===== src/rtl/serial_out_tx.sv =====
// ---------------------------------------------------------------------------
// serial_out_tx
//
// Output-side consumer of the FIFO drain stage. It takes one byte per
// out_start/out_finish handshake and sends it on an asynchronous TX line.
// Each frame is 1 start bit, 8 data bits LSB first, an optional parity bit,
// and 1 or 2 stop bits.
//
// Handshake: out_start is a level request. It is sampled only while the
// state register reads IDLE. out_finish=1 means idle and ready. The
// accepting edge drops out_finish, and out_finish rises again on the edge
// where the last stop bit completes. A request seen on that same edge is
// not taken until the next edge. A held-high out_start therefore produces
// frames separated by exactly one idle cycle. A 1-cycle out_start pulse is
// always enough.
//
// Parameters:
//   CLKS_PER_BIT  clk cycles per serial bit (2..65535)
//   PARITY        0 none, 1 even, 2 odd
//   STOP_BITS     1 or 2
//
// Ports:
//   clk         system clock, rising edge
//   reset       synchronous, active-high; abandons any frame in progress
//   out_start   byte-valid request (level)
//   out_data    byte to send, stable until sampled
//   out_finish  1 = idle/ready, 0 = frame in progress (registered)
//   tx          serial line, idle high (registered)
//   state       debug state: 0 IDLE, 1 START, 2 DATA, 3 PARITY, 4 STOP
// ---------------------------------------------------------------------------
module serial_out_tx #(
    parameter int CLKS_PER_BIT = 434,
    parameter int PARITY       = 0,
    parameter int STOP_BITS    = 1
) (
    input  logic       clk,
    input  logic       reset,
    input  logic       out_start,
    input  logic [7:0] out_data,
    output logic       out_finish,
    output logic       tx,
    output logic [2:0] state
);

    typedef enum logic [2:0] {
        S_IDLE   = 3'd0,
        S_START  = 3'd1,
        S_DATA   = 3'd2,
        S_PARITY = 3'd3,
        S_STOP   = 3'd4
    } state_t;

    localparam logic [15:0] CNT_LAST  = 16'(CLKS_PER_BIT - 1);
    localparam logic [2:0]  STOP_LAST = 3'(STOP_BITS - 1);
    localparam logic        PAR_ODD   = (PARITY == 2);

    state_t      state_q, state_d;
    logic [15:0] cnt_q, cnt_d;
    logic [2:0]  bit_idx_q, bit_idx_d;
    logic [7:0]  shift_q, shift_d;
    logic        par_q, par_d;
    logic        tx_q, tx_d;
    logic        finish_q, finish_d;
    logic        cnt_done;

    assign cnt_done = (cnt_q == CNT_LAST);

    always_comb begin
        state_d   = state_q;
        cnt_d     = cnt_q;
        bit_idx_d = bit_idx_q;
        shift_d   = shift_q;
        par_d     = par_q;
        tx_d      = tx_q;
        finish_d  = finish_q;

        // The baud counter runs in every non-idle state and wraps at
        // terminal count. This keeps each bit period exactly CLKS_PER_BIT.
        if (state_q != S_IDLE) begin
            cnt_d = cnt_done ? 16'd0 : cnt_q + 16'd1;
        end

        case (state_q)
            S_IDLE: begin
                tx_d     = 1'b1;
                finish_d = 1'b1;
                if (out_start) begin
                    shift_d   = out_data;
                    // Parity is computed from the whole byte at accept
                    // time, because the shift register is consumed as the
                    // bits go out.
                    par_d     = (^out_data) ^ PAR_ODD;
                    tx_d      = 1'b0;
                    finish_d  = 1'b0;
                    cnt_d     = 16'd0;
                    bit_idx_d = 3'd0;
                    state_d   = S_START;
                end
            end

            S_START: begin
                if (cnt_done) begin
                    tx_d      = shift_q[0];
                    shift_d   = shift_q >> 1;
                    bit_idx_d = 3'd0;
                    state_d   = S_DATA;
                end
            end

            S_DATA: begin
                if (cnt_done) begin
                    if (bit_idx_q == 3'd7) begin
                        bit_idx_d = 3'd0;
                        if (PARITY != 0) begin
                            tx_d    = par_q;
                            state_d = S_PARITY;
                        end else begin
                            tx_d    = 1'b1;
                            state_d = S_STOP;
                        end
                    end else begin
                        tx_d      = shift_q[0];
                        shift_d   = shift_q >> 1;
                        bit_idx_d = bit_idx_q + 3'd1;
                    end
                end
            end

            S_PARITY: begin
                if (cnt_done) begin
                    tx_d      = 1'b1;
                    bit_idx_d = 3'd0;
                    state_d   = S_STOP;
                end
            end

            S_STOP: begin
                // bit_idx counts stop-bit periods here.
                if (cnt_done) begin
                    if (bit_idx_q == STOP_LAST) begin
                        finish_d = 1'b1;
                        state_d  = S_IDLE;
                    end else begin
                        bit_idx_d = bit_idx_q + 3'd1;
                    end
                end
            end

            default: begin
                tx_d     = 1'b1;
                finish_d = 1'b1;
                cnt_d    = 16'd0;
                state_d  = S_IDLE;
            end
        endcase
    end

    always_ff @(posedge clk) begin
        if (reset) begin
            state_q   <= S_IDLE;
            cnt_q     <= 16'd0;
            bit_idx_q <= 3'd0;
            shift_q   <= 8'd0;
            par_q     <= 1'b0;
            tx_q      <= 1'b1;
            finish_q  <= 1'b1;
        end else begin
            state_q   <= state_d;
            cnt_q     <= cnt_d;
            bit_idx_q <= bit_idx_d;
            shift_q   <= shift_d;
            par_q     <= par_d;
            tx_q      <= tx_d;
            finish_q  <= finish_d;
        end
    end

    assign tx         = tx_q;
    assign out_finish = finish_q;
    assign state      = state_q;

endmodule


===== config.mk =====
export PLATFORM = sky130hd
export DESIGN_NAME = serial_out_tx
export DESIGN_NICKNAME = d
export VERILOG_FILES = /design/src/rtl/serial_out_tx.sv
export SDC_FILE = /design/constraint.sdc
export NUM_CORES = 1
export LEC_CHECK = 0
export ABC_AREA = 1
export CORE_MARGIN = 5
export CORE_UTILIZATION = 40
export DETAILED_ROUTE_END_ITERATION = 6
export PLACE_DENSITY = 0.58
export SYNTH_ARGS = -nofsm -noshare
export SYNTH_HDL_FRONTEND = slang
export SYNTH_SLANG_ARGS = --single-unit

===== constraint.sdc =====
create_clock -name clk -period 1.33 [get_ports clk]
set_input_delay 0.266 -clock clk [delete_from_list [all_inputs] [get_ports clk]]
set_output_delay 0.266 -clock clk [all_outputs]
set_load 0.005 [all_outputs]

==> results of run 1 <==
[what timing repair did]
item	in CTS	in global routing
resized for setup	26	30
pin swaps	7	17
cloned	0	2
setup endpoints to repair	35	32
setup buffers	2	9
[cell type report]
cell class,count,area [um^2],share of cell area
inverter,42,161.4,0.05893
timing repair buffer,66,555.5,0.2028
clock buffer,8,90.09,0.03289
sequential,32,659.4,0.2407
tap,52,65.06,0.02376
multi-input combinational,190,1207,0.4408
[metrics by stage]
stage | utilization | std cells | TNS [ns] | hold WS [ns]
6_report | 0.6163 | 390 | -4.100 | 0.4459
4_1_cts | 0.5757 | 380 | -4.873 | 0.4512
3_5_place_dp | 0.5428 | 370 | -5.980 | 0.4405
2_1_floorplan | - | 266 | -1.098 | 0.3287
3_3_place_gp | 0.5428 | 370 | -5.348 | 0.4361
5_1_grt | 0.6163 | 390 | -7.250 | 0.4702
[how the worst max path moves through the flow]
stage	slack, ns	start	cells past startpoint	to
6_report	-0.20	cnt_q[1]	14	bit_idx_q[1]
3_3_place_gp	-0.24	out_start	8	bit_idx_q[1]
2_1_floorplan	-0.08	cnt_q[1]	12	shift_q[0]
4_1_cts	-0.21	cnt_q[0]	12	bit_idx_q[0]
3_5_place_dp	-0.25	out_start	8	bit_idx_q[1]
5_1_grt	-0.35	cnt_q[1]	14	state[2]
[worst min-delay path, delay by kind of cell (launching register included)]
family / cells / cell delay [ns]
buf+inv: 1 / 0.05
compound gates: 1 / 0.05
flops: 1 / 0.30
[where the power goes]
group	total (mW)	switching (mW)	internal (mW)	leakage, nW
clock network	0.767	0.345	0.422	0.0455
logic	3.64	2.02	1.62	0.887
registers	1.43	0.168	1.26	0.266
[sequential cells by signal, indices dropped and copies added, names as in the netlist]
signal and count:
out_finish 1, state 3, shift_q 8, cnt_q 16
bit_idx_q 3, tx 1
[cell families (layout without fill, tap and decap cells)]
family,count (synthesis),count (layout)
flip-flops,32,32
XOR/XNOR,8,8
AO/OA/AOI/OAI,39,39
adder cells (fa/ha/maj),5,5
buffers and inverters,46,116
AND/OR/NAND/NOR,136,138
[placed cells by master (no fill, tap or decap), types with 9 or more instances in the layout]
cell	n
a21oi_1	13
buf_4	44
clkdlybuf4s50_1	10
dfxtp_1	25
inv_1	32
nand2_1	43
nand2_2	9
nand3_1	10
nor2_1	29
nor2_2	12
o21ai_1	12
[per-layer routing]
layer  share of wire  vias to the layer above  wire length [um]  GRT usage
met3           0.028                        4               121    0.04462
met2            0.50                       18              2183     0.2449
li1                -                      986                 -          -
met1            0.46                      815              1977     0.1676
met5               0                        -                 0          0
met4          0.0097                        0                42    0.04196
==> flow_metrics.py, run 1 <==
metrics = {
    "status": {
        "status": "finished, violations left",
        "violations": "setup timing",
    },
    "grt": {
        "grt_first_pass_wirelength_um": 6962,
        "grt_overflow": 0,
        "grt_max_degree": 16,
        "antenna_found_initial": 0,
        "track_usage": 0.1414,
        "grt_pass1_vias": 1627,
    },
    "logic_synthesis": {
        "synth_fa_ha_area_frac": 0.03340,
        "synth_warnings": 0,
        "synthSimpleGateAreaFrac": 0.3627,
        "muxShareOfSynthArea": 0,
        "synth_edf_count": 0,
        "syn_area_per_cell_um2": 7.042,
        "synthCells": 266,
        "synth_compound_area_frac": 0.1216,
        "synth_fp_nets": 282,
        "synth_top_cell_by_area": "dfxtp_1",
        "postSynth.asyncResetShare": 0,
        "synth_seq_cells": 32,
        "synth_area_um2": 1873,
        "synth_xor_area_frac": 0.03741,
        "synth_common_cells": "nand2_1, nor2_1, inv_1",
        "seq_area_frac_synth": 0.3420,
        "synth_cell_types": 31,
        "yosys-top-cells-area": "dfxtp_1, nand2_1, nor2_1",
        "synthFlopType": "dfxtp_1",
        "synth_top_area_share": 0.3420,
        "synth_top_family_by_area": "simple AND/OR/NAND/NOR gates",
        "yosysMostFrequentCell": "nand2_1",
    },
    "clocking": {
        "cts-root-buf": "clkbuf_8",
        "clock_path_buffers": 2,
        "cts.clk_slew.worst_paths_ns": 0.07,
        "cts_buffers": 5,
        "htree_levels": 2,
        "cts_tree": "built",
        "postCtsHoldBufs": 0,
        "cts.sinks": 32,
        "insertion_delay_ns": 0.28,
    },
    "finish": {
        "antenna_cells": 0,
        "drive_gt1_frac": 0.3876,
        "nNetsFinal": 353,
        "n_fill_cell": 414,
        "stdcell_area_um2": 2739,
        "area_delta_synth_final_pct": 46.23,
    },
    "detailed_routing": {
        "detail-route-antenna-nets": 0,
        "routed_wl_um": 4325,
        "drt_first_pass_iters": 4,
        "vias": 1823,
        "post-route-drc-count": 0,
        "wl_per_cell_um": 11.09,
        "drt_first_iter_violations": 56,
        "avgViaCountPerCell": 4.674,
    },
    "sta": {
        "slew_viol_final": 0,
        "relSlewSlack": 0.7616,
        "timing.final.ws_setup_ns": -0.1974,
        "max_freq_mhz": 654.7,
        "fin_crit_sh": 1.148,
        "setup_violations": 29,
        "worst_pin_slew_ns": 0.3573,
        "period_needed_ns": 1.527,
        "fin_skew_ns": 0.005759,
        "rsz0062_at_grt": "yes",
        "hold_violations": 0,
    },
    "power": {
        "power_mw": 5.830,
        "powerDensity_nw_per_um2": 2129,
        "ir_drop_v": 0.001708,
        "p_leak_nw": 1.198,
    },
    "worst_setup_path": {
        "cp_common_cell": "nand2_4",
        "rrSetupSlack_ns": -0.20,
        "crit_path_end_kind": "flip-flop",
        "cpPeakStageDelay_ns": 0.33,
        "arrival_ns": 1.75,
        "r2r_start": "cnt_q[1]",
        "crit_slowest_cell": "dfxtp_2",
        "path_max_fanout": 7,
        "cp.buffers_inverters": 2,
        "reg2reg_depth": 14,
        "critPathKind": "reg2reg",
        "worstPathCellList": "inv_2 > ha_4 > inv_2 > nor2_2 > nand2_2 > nor2_4 > nand2_4 > nand2_4 > nand2_4 > nor2_4 > nand2_2 > nand2_1 > nand2_1 > nor2_1",
        "cp-start-kind": "flip-flop",
        "cp_top_family": "simple AND/OR/NAND/NOR gates",
        "cp.required_ns": 1.55,
        "reg2reg_to": "bit_idx_q[1]",
    },
    "die": {
        "core_um2": 4444,
        "start_util": 0.4215,
        "die_area_um2": 6151,
        "dieHeight_um": 78.43,
        "io_pins": 16,
        "chipWidth_um": 78.43,
        "std_cell_rows": 24,
    },
    "placed_design": {
        "place_congestion": 0.8046,
        "place_ws_ns": -0.2522,
        "dp_hpwl_um": 3060,
        "dpl_cell_area_um2": 2412,
        "port_buffers": 15,
    },
    "worst_hold_path": {
        "whs_path_depth": 2,
        "min_from": "shift_q[2]",
        "min_to": "shift_q[2]",
        "hp-class": "reg2reg",
    },
    "run": {
        "max_cap_viol_count": 0,
    },
}
(Power assumes the default switching activity.)
==> run 2: changes to the inputs <==
Settings changed: CTS_BUF_LIST set to sky130_fd_sc_hd__clkbuf_8, CTS_CLUSTER_DIAMETER set to 50.
==> flow_metrics.py, run 2 (synthesis gave the netlist of run 1 again) <==
metrics = {
    "sta": {
        "relSlewSlack": 0.7630,
        "max_freq_mhz": 651.0,
        "worst_pin_slew_ns": 0.3551,
        "hold_violations": 0,
        "slew_viol_final": 0,
        "fin_crit_sh": 1.155,
        "setup_tns_ns": -4.358,
        "fin_skew_ns": 0.006542,
        "period_needed_ns": 1.536,
        "rsz0062_at_grt": "yes",
        "timing.final.ws_setup_ns": -0.2061,
        "setup_violations": 29,
    },
    "run": {
        "max_cap_viol_count": 0,
    },
    "power": {
        "switching_share": 0.4380,
        "powerDensity_nw_per_um2": 2107,
        "power_frac_seq": 0.249,
        "power_mw": 5.731,
        "clock_power_share": 0.132,
        "pwr-share-comb": 0.619,
        "p_switching_mw": 2.510,
        "ir_drop_v": 0.001724,
        "p_leak_nw": 1.199,
        "internal_power_mw": 3.221,
    },
    "status": {
        "violations": "setup timing",
        "status": "finished, violations left",
    },
    "worst_setup_path": {
        "critPathKind": "reg2reg",
        "cp.required_ns": 1.55,
        "crit_path_end_kind": "flip-flop",
        "cp-start-kind": "flip-flop",
        "path_max_fanout": 7,
        "arrival_ns": 1.75,
        "cp-startpoint": "cnt_q[1]",
        "r2r_start": "cnt_q[1]",
    },
    "die": {
        "chipWidth_um": 78.43,
        "die_area_um2": 6151,
        "io_pins": 16,
        "core_um2": 4444,
        "start_util": 0.4215,
        "std_cell_rows": 24,
        "dieHeight_um": 78.43,
    },
    "grt": {
        "grt_pass1_vias": 1627,
        "grt_overflow": 0,
        "antenna_found_initial": 0,
        "grt_max_degree": 16,
        "grt_first_pass_wirelength_um": 6962,
        "track_usage": 0.1414,
    },
    "clocking": {
        "cts-root-buf": "clkbuf_8",
        "htree_levels": 2,
        "cts.clk_slew.worst_paths_ns": 0.07,
        "insertion_delay_ns": 0.28,
        "cts_buffers": 5,
        "clock_path_buffers": 2,
        "cts_tree": "built",
        "postCtsHoldBufs": 0,
        "cts.sinks": 32,
    },
    "finish": {
        "n_fill_cell": 416,
        "regMostFlops": "cnt_q",
        "area_delta_synth_final_pct": 45.22,
        "drive_gt1_frac": 0.3810,
        "layout_common_cells": "nand2_1, buf_4, inv_1, nor2_1, dfxtp_1",
        "final-seq-area_um2": 659.4,
        "stdcell_area_um2": 2720,
        "layout_commonest_cell": "nand2_1",
        "multiInputGateArea_um2": 1207,
        "antenna_cells": 0,
        "nNetsFinal": 351,
        "largest_reg_flops": 16,
        "reg.largest.list": "cnt_q (16), shift_q (8)",
    },
    "worst_hold_path": {
        "min_from": "shift_q[2]",
        "hp-class": "reg2reg",
    },
    "detailed_routing": {
        "detail-route-antenna-nets": 0,
        "routed_wl_um": 4316,
        "avgViaCountPerCell": 4.678,
        "drt_first_pass_iters": 4,
        "post-route-drc-count": 0,
        "wl_per_cell_um": 11.12,
        "vias": 1815,
        "drt_first_iter_violations": 59,
    },
    "placed_design": {
        "port_buffers": 15,
        "place_congestion": 0.8046,
        "dp_hpwl_um": 3060,
        "dpl_cell_area_um2": 2412,
    },
}
[run 2: cell count changes in the layout (fill, tap and decap cells not counted)]
| cell | before | now |
|---|---|---|
| inv_1 | 32 | 35 |
| clkbuf_1 | 2 | 0 |
| clkinvlp_4 | 1 | 0 |
| buf_4 | 44 | 42 |
[run 2: final timing paths]
| kind | end | slack, ns | cells after the start |
|---|---|---|---|
| min reg2reg | shift_q[2] | 0.44 | 2 |
| max reg2reg | bit_idx_q[1] | -0.21 | 14 |
| min | shift_q[2] | 0.44 | 2 |
| max | bit_idx_q[1] | -0.21 | 14 |
[run 2: layout make-up]
| type | count | area share |
|---|---|---|
| clock inverter | 2 | 0.002760 |
| multi-input combinational | 190 | 0.4439 |
| inverter | 42 | 0.05796 |
| timing repair buffer | 64 | 0.1987 |
| tap | 52 | 0.02392 |
| clock buffer | 6 | 0.03036 |
| sequential | 32 | 0.2424 |
[run 2: repair_timing]
action / 4_1_cts / 5_1_grt
setup buffers: 2 / 7
cloned: 0 / 2
endpoints found under the setup margin: 35 / 32
resized for setup: 26 / 29
pin swaps: 7 / 15
[run 2: routing by layer]
layer | track usage | vias to the layer above | part of all wire
li1 | - | 980 | -
met1 | 0.1676 | 815 | 0.46
met3 | 0.04462 | 4 | 0.027
met4 | 0.04196 | 0 | 0.0097
met5 | 0 | - | 0
met2 | 0.2449 | 16 | 0.50
[run 2: power groups by stage]
stage / Clock, mW / Combinational (mW) / Sequential, mW
floorplan: 0 / 2.12 / 1.41
global route: 0.834 / 3.94 / 1.46
CTS: 0.788 / 3.09 / 1.43
detailed placement: 0 / 3.01 / 1.42
global placement: 0 / 2.98 / 1.42
finish: 0.755 / 3.55 / 1.43
[run 2: through the flow]
| step | utilization | hold WS [ns] | instances | setup slack [ns] |
|---|---|---|---|---|
| after floorplan | - | 0.3287 | 266 | -0.08335 |
| after global routing | 0.6121 | 0.4702 | 388 | -0.3621 |
| after CTS | 0.5757 | 0.4512 | 380 | -0.2094 |
| after detailed placement | 0.5428 | 0.4405 | 370 | -0.2522 |
| after global placement | 0.5428 | 0.4361 | 370 | -0.2439 |
| final | 0.6121 | 0.4449 | 388 | -0.2061 |
[run 2: worst max-delay path, stage by stage (launching register included)]
cell     delay, ns
dfxtp_2       0.33
inv_2         0.07
ha_4          0.12
inv_2         0.03
nor2_2        0.08
nand2_2       0.07
nor2_4        0.09
nand2_4       0.11
nand2_4       0.13
nand2_4       0.06
nor2_4        0.13
nand2_2       0.08
nand2_1       0.06
nand2_1       0.04
nor2_1        0.08
==> run 3: changes to the inputs <==
Settings changed: REMOVE_ABC_BUFFERS set to 1.
==> flow_metrics.py, run 3 (synthesis gave the netlist of run 1 again) <==
metrics = {
    "placed_design": {
        "port_buffers": 15,
        "dpl_cell_area_um2": 2411,
        "place_congestion": 0.8366,
        "dp_hpwl_um": 3166,
        "place_ws_ns": -0.2581,
        "dp.cells": 375,
    },
    "clocking": {
        "htree_levels": 2,
        "cts_tree": "built",
        "cts.sinks": 32,
        "insertion_delay_ns": 0.28,
        "postCtsHoldBufs": 0,
        "cts-root-buf": "clkbuf_8",
        "cts_buffers": 5,
        "cts.clk_slew.worst_paths_ns": 0.07,
        "clock_path_buffers": 2,
    },
    "detailed_routing": {
        "routed_wl_um": 4891,
        "post-route-drc-count": 0,
        "detail-route-antenna-nets": 0,
        "wl_per_cell_um": 12.05,
        "vias": 1948,
        "drt_first_iter_violations": 63,
        "avgViaCountPerCell": 4.798,
        "drt_first_pass_iters": 4,
    },
    "finish": {
        "finish.utilization": 0.6593,
        "antenna_cells": 0,
        "layout_common_cells": "buf_4, nand2_1, inv_1, nor2_1, dfxtp_1",
        "reg.largest.list": "cnt_q (16), shift_q (8)",
        "layout.cells.non_filler": 406,
        "stdcell_area_um2": 2930,
        "drive_gt1_frac": 0.4294,
        "layout_commonest_cell": "buf_4",
        "regMostFlops": "cnt_q",
        "area_delta_synth_final_pct": 56.45,
        "largest_reg_flops": 16,
        "nNetsFinal": 369,
    },
    "die": {
        "die_area_um2": 6151,
        "core_um2": 4444,
        "std_cell_rows": 24,
        "io_pins": 16,
        "chipWidth_um": 78.43,
        "dieHeight_um": 78.43,
        "start_util": 0.4215,
    },
    "sta": {
        "worst_pin_slew_ns": 0.3316,
        "period_needed_ns": 1.606,
        "slew_viol_final": 0,
        "max_freq_mhz": 622.6,
        "fin_crit_sh": 1.208,
        "hold_violations": 0,
        "relSlewSlack": 0.7787,
        "rsz0062_at_grt": "yes",
        "setup_violations": 31,
        "hold_ws_ns": 0.4443,
        "fin_skew_ns": 0.003553,
        "timing.final.ws_setup_ns": -0.2762,
    },
    "worst_setup_path": {
        "rrSetupSlack_ns": -0.28,
        "cp.required_ns": 1.55,
        "critPathKind": "reg2reg",
        "cp-start-kind": "flip-flop",
        "reg2reg_to": "cnt_q[1]",
        "crit_path_end_kind": "flip-flop",
        "path_max_fanout": 2,
        "arrival_ns": 1.83,
        "r2r_start": "cnt_q[1]",
        "reg2reg_depth": 11,
    },
    "worst_hold_path": {
        "min_to": "shift_q[2]",
        "min_from": "shift_q[2]",
        "hp-class": "reg2reg",
        "whs_path_depth": 2,
    },
    "grt": {
        "antenna_found_initial": 0,
        "grt_first_pass_wirelength_um": 7893,
        "grt_pass1_vias": 1869,
        "grt_overflow": 0,
        "grt_max_degree": 16,
        "track_usage": 0.1629,
    },
    "status": {
        "violations": "setup timing",
        "status": "finished, violations left",
    },
    "run": {
        "max_cap_viol_count": 0,
    },
    "power": {
        "p_leak_nw": 1.294,
        "ir_drop_v": 0.001694,
        "powerDensity_nw_per_um2": 2182,
    },
}
-- run 3: metal layers --
| metal | GRT usage | part of all wire | vias up |
|---|---|---|---|
| li1 | - | - | 1016 |
| met1 | 0.1745 | 0.43 | 890 |
| met2 | 0.3134 | 0.52 | 35 |
| met3 | 0.03776 | 0.034 | 7 |
| met4 | 0.05245 | 0.015 | 0 |
| met5 | 0 | 0 | - |
-- run 3: per-stage QoR --
stage | total power [mW] | TNS [ns]
floorplan | 3.267 | -1.714
global placement | 4.335 | -5.049
detailed placement | 4.364 | -5.380
CTS | 5.982 | -4.580
global route | 6.885 | -9.842
finish | 6.393 | -6.813
-- run 3: final cells by class --
cell class                 count  area [um^2]
fill                         375         1514
multi-input combinational    190         1242
clock inverter                 3        38.79
inverter                      42        160.2
tap                           52        65.06
clock buffer                   5        68.82
sequential                    32        656.9
timing repair buffer          82        698.2
-- run 3: where the power goes --
group	internal, mW	switching (mW)
Clock	0.548	0.369
Sequential	1.26	0.172
Combinational	1.82	2.23
Total	3.62	2.77
-- run 3: worst max path at each step --
stage | from | to | slack [ns] | cells past startpoint
4_1_cts | cnt_q[1] | bit_idx_q[1] | -0.18 | 13
3_5_place_dp | out_start | state[1] | -0.26 | 8
5_1_grt | cnt_q[1] | state[2] | -0.36 | 14
2_1_floorplan | cnt_q[0] | state[1] | -0.11 | 12
3_3_place_gp | out_start | state[1] | -0.27 | 8
6_report | cnt_q[1] | cnt_q[1] | -0.28 | 11
-- run 3: critical path: stages, from the launching register on --
cell and delay (ns):
dfxtp_2 0.34, inv_2 0.05, buf_4 0.12, buf_4 0.12, buf_4 0.12, buf_4 0.12, buf_4 0.12, buf_4 0.12
buf_4 0.13, buf_6 0.11, nor2_2 0.11, o21a_1 0.11
-- run 3: timing repair --
action	CTS	global route
cloned	2	0
pin swaps	13	21
buffers inserted	13	8
setup endpoints to repair	36	33
gates resized for setup	48	32
==> RTL edit (settings of run 1) <==
Reset style: asynchronous (`reset`), changed in one clocked block.
--- a/src/rtl/serial_out_tx.sv
+++ b/src/rtl/serial_out_tx.sv
@@ -155,7 +155,7 @@
         endcase
     end
 
-    always_ff @(posedge clk) begin
+    always_ff @(posedge clk or posedge reset) begin
         if (reset) begin
             state_q   <= S_IDLE;
             cnt_q     <= 16'd0;
Behaviour: differs if reset is asserted again (counterexample within 4 cycles, from zero or initial values and one cycle with reset high); with reset held inactive, the same outputs for 10 cycles.
==> RTL edit against run 1 <==
- synthesized cell count fell by 4.1%
- design area grew 4.8%
- critical path depth fell by 6
- sequential cell count is the same
- routed wire length grew 6.0%
- combinational power shrank 6.9%
- synthesized area is 6.8% higher
- hold slack worse by 0.13 ns
- critical endpoint is now shift_q[3]$_DFFE_PP0P_
- power down 4.0%
- maximum frequency up 2.5%
- count of clock-buffer cells in the layout did not move
- largest power group unchanged
- the run still ends with negative setup slack left
- setup slack improved by 0.037 ns
- global-route usage rose by 1.6 points
==> RTL edit: results (changes against run 1) <==
Yosys
  • Top post-synthesis cells by area: dfrtp_1, nand2_1, nor2_1 (was dfxtp_1, nand2_1, nor2_1)
  • Post-synth cell types: 32 (was 31)
  • Adder-Cell Fraction of Synth Area: 3.13% (was 3.34%)
  • Top cells by count, synth: nand2_1, dfrtp_1, nor2_1, inv_1, o21ai_0 (was nand2_1, nor2_1, inv_1, dfxtp_1, a21oi_1)
  • Compound-cell area share of the yosys netlist: 9.07% (was 12.2%)
  • Seq/Total Area, Yosys: 40.2% (was 34.2%)
  • Ys async rst share: 100% (was 0%)
  • Xor and xnor fraction of the mapped netlist area: 1.75% (was 3.74%)
  • Synth warnings: 0 (unchanged)
  • Syn Nets: 271 (was 282)
  • Post-synthesis mux area share: 0% (unchanged)

Finish
  • Final nets: 342 (was 353)
  • Largest registers: cnt_q: 16 flops, shift_q: 8 flops (unchanged)
  • # fillers: 427 (was 414)
  • Ratio of cells with drive above 1 in the final layout: 41.3% (was 38.8%)
  • Ant. Diodes: 0 (unchanged)

Clock tree
  • Clk root buf: clkbuf_8 (unchanged)
  • Max Root-Sink Buffers: 2 (unchanged)
  • Clock-pin slew on the worst setup and hold paths: 0.07 ns (about the same)
  • Cts bufs inserted: 5 (unchanged)

STA
  • Final setup violation count: 30 (was 29)
  • Fin Setup TNS: -3.64 ns (was -4.10 ns)
  • Worst slew pin tran: 0.261 ns (was 0.357 ns)
  • Clock Skew: 0.00544 ns (was 0.00576 ns)
  • Fin worst setup slack: -0.161 ns (was -0.197 ns)

Run status
  • Violated checks: negative setup slack (unchanged)
  • Status: complete, but fails checks (unchanged)

Route
  • Starting DRT DRC Count: 95 (was 56)
  • Pre-antenna DRT Iters: 5 (was 4)
  • Via Count: 1814 (was 1823)
  • WL/cell: 11.6 um (was 11.1 um)

Placed design
  • DP Worst Slack: -0.183 ns (was -0.252 ns)
  • Port bufs: 15 (unchanged)
  • GP Congestion: 0.813 (was 0.805)
  • Hpwl dp: 3200 um (was 3060 um)

GRT
  • Pin count of the biggest net entering global routing: 33 (was 16)
  • Initial antenna violation count: 0 (unchanged)
  • First-pass GRT wire length: 7900 um (was 6960 um)
  • Total Routing Usage GR: 15.7% (was 14.1%)
  • Number of global-route vias before repair: 1689 (was 1627)

Setup path
  • Slowest stage cell, crit path: dfrtp_1 (was dfxtp_2)
  • Crit path max-delay family: flip-flops (was simple AND/OR/NAND/NOR gates)
  • Critical path arrival: 1.66 ns (was 1.75 ns)
  • CP max FO: 8 (was 7)
  • Max incr delay on CP: 0.40 ns (was 0.33 ns)

Worst hold path
  • Tightest Hold Check Type: in2async (was reg2reg)

Pwr
  • VDD IR-drop max: 1.14 mV (was 1.71 mV)
  • Leakage dissipation: 1.42 nW (was 1.20 nW)
==> RTL edit: cells by family (layout without fill, tap and decap cells) <==
kind of cell	after synthesis	count (layout)
adder cells (fa/ha/maj)	5	5
flip-flops	32	32
buffers and inverters	41	112
AND/OR/NAND/NOR	143	144
AO/OA/AOI/OAI	30	30
XOR/XNOR	4	4
==> RTL edit: path summary, 6_finish.rpt <==
path	startpoint	to	slack, ns	depth (start not counted)
min in group clk	shift_q[7]$_DFFE_PP0P_	shift_q[7]$_DFFE_PP0P_	0.47	2
worst min register to register	shift_q[7]$_DFFE_PP0P_	shift_q[7]$_DFFE_PP0P_	0.47	2
worst max register to register	bit_idx_q[1]$_DFFE_PP0P_	shift_q[3]$_DFFE_PP0P_	-0.16	8
worst min-delay path	reset	state[0]$_DFFE_PP0P_	0.31	3
worst max-delay path	bit_idx_q[1]$_DFFE_PP0P_	shift_q[3]$_DFFE_PP0P_	-0.16	8
max in group asynchronous	reset	tx$_DFFE_PP1P_	0.77	3
==> RTL edit: power by group <==
group / leakage [nW] / total (W) / internal, W / switching (W)
logic: 0.958 / 0.00339 / 0.00150 / 0.00189
clock network: 0.0455 / 0.000785 / 0.000422 / 0.000362
registers: 0.419 / 0.00142 / 0.00126 / 0.000157
total: 1.42 / 0.00560 / 0.00319 / 0.00241
==> RTL edit: per-stage QoR <==
step	power [W]	cell area [um^2]	hold slack (ns)	cells
final	0.00560	2870	0.313	394
after global routing	0.00604	2870	0.333	394
after CTS	0.00538	2800	0.316	391
after detailed placement	0.00419	2560	0.456	376
after global placement	0.00415	2560	0.451	376
after floorplan	0.00339	2040	0.381	255
==> RTL edit: worst reg2reg max path, stage by stage, from the launching register on <==
cell and delay, ns:
dfrtp_1 0.40, ha_2 0.20, ha_4 0.15, inv_2 0.06, nand3_4 0.09, a21oi_4 0.23
nand2_4 0.12, nand2_1 0.07, o21ai_1 0.06
==> RTL edit: what timing repair did <==
action                                  CTS  global route
endpoints found under the setup margin   35            33
gates resized for setup                  41            19
gates cloned                              0             1
setup buffers                             7             2
hold endpoints to repair                  0             0
pin swaps                                13             9
==> RTL edit: final cells by class <==
| class | count | share of cell area, % |
|---|---|---|
| Sequential cell | 32 | 28.0 |
| Timing Repair Buffer | 67 | 19.8 |
| Tap cell | 67 | 2.92 |
| Inverter | 37 | 5.23 |
| Clock buffer | 8 | 3.14 |
| Multi-Input combinational cell | 183 | 40.9 |
==> RTL edit: layer usage <==
metal / global-route usage, % / part of all wire (%) / wire length [um]
met5: 0 / 0 / 0
met4: 6.25 / 1.6 / 75
met2: 23.5 / 44 / 2030
met3: 3.14 / 4.0 / 184
met1: 22.2 / 50 / 2290
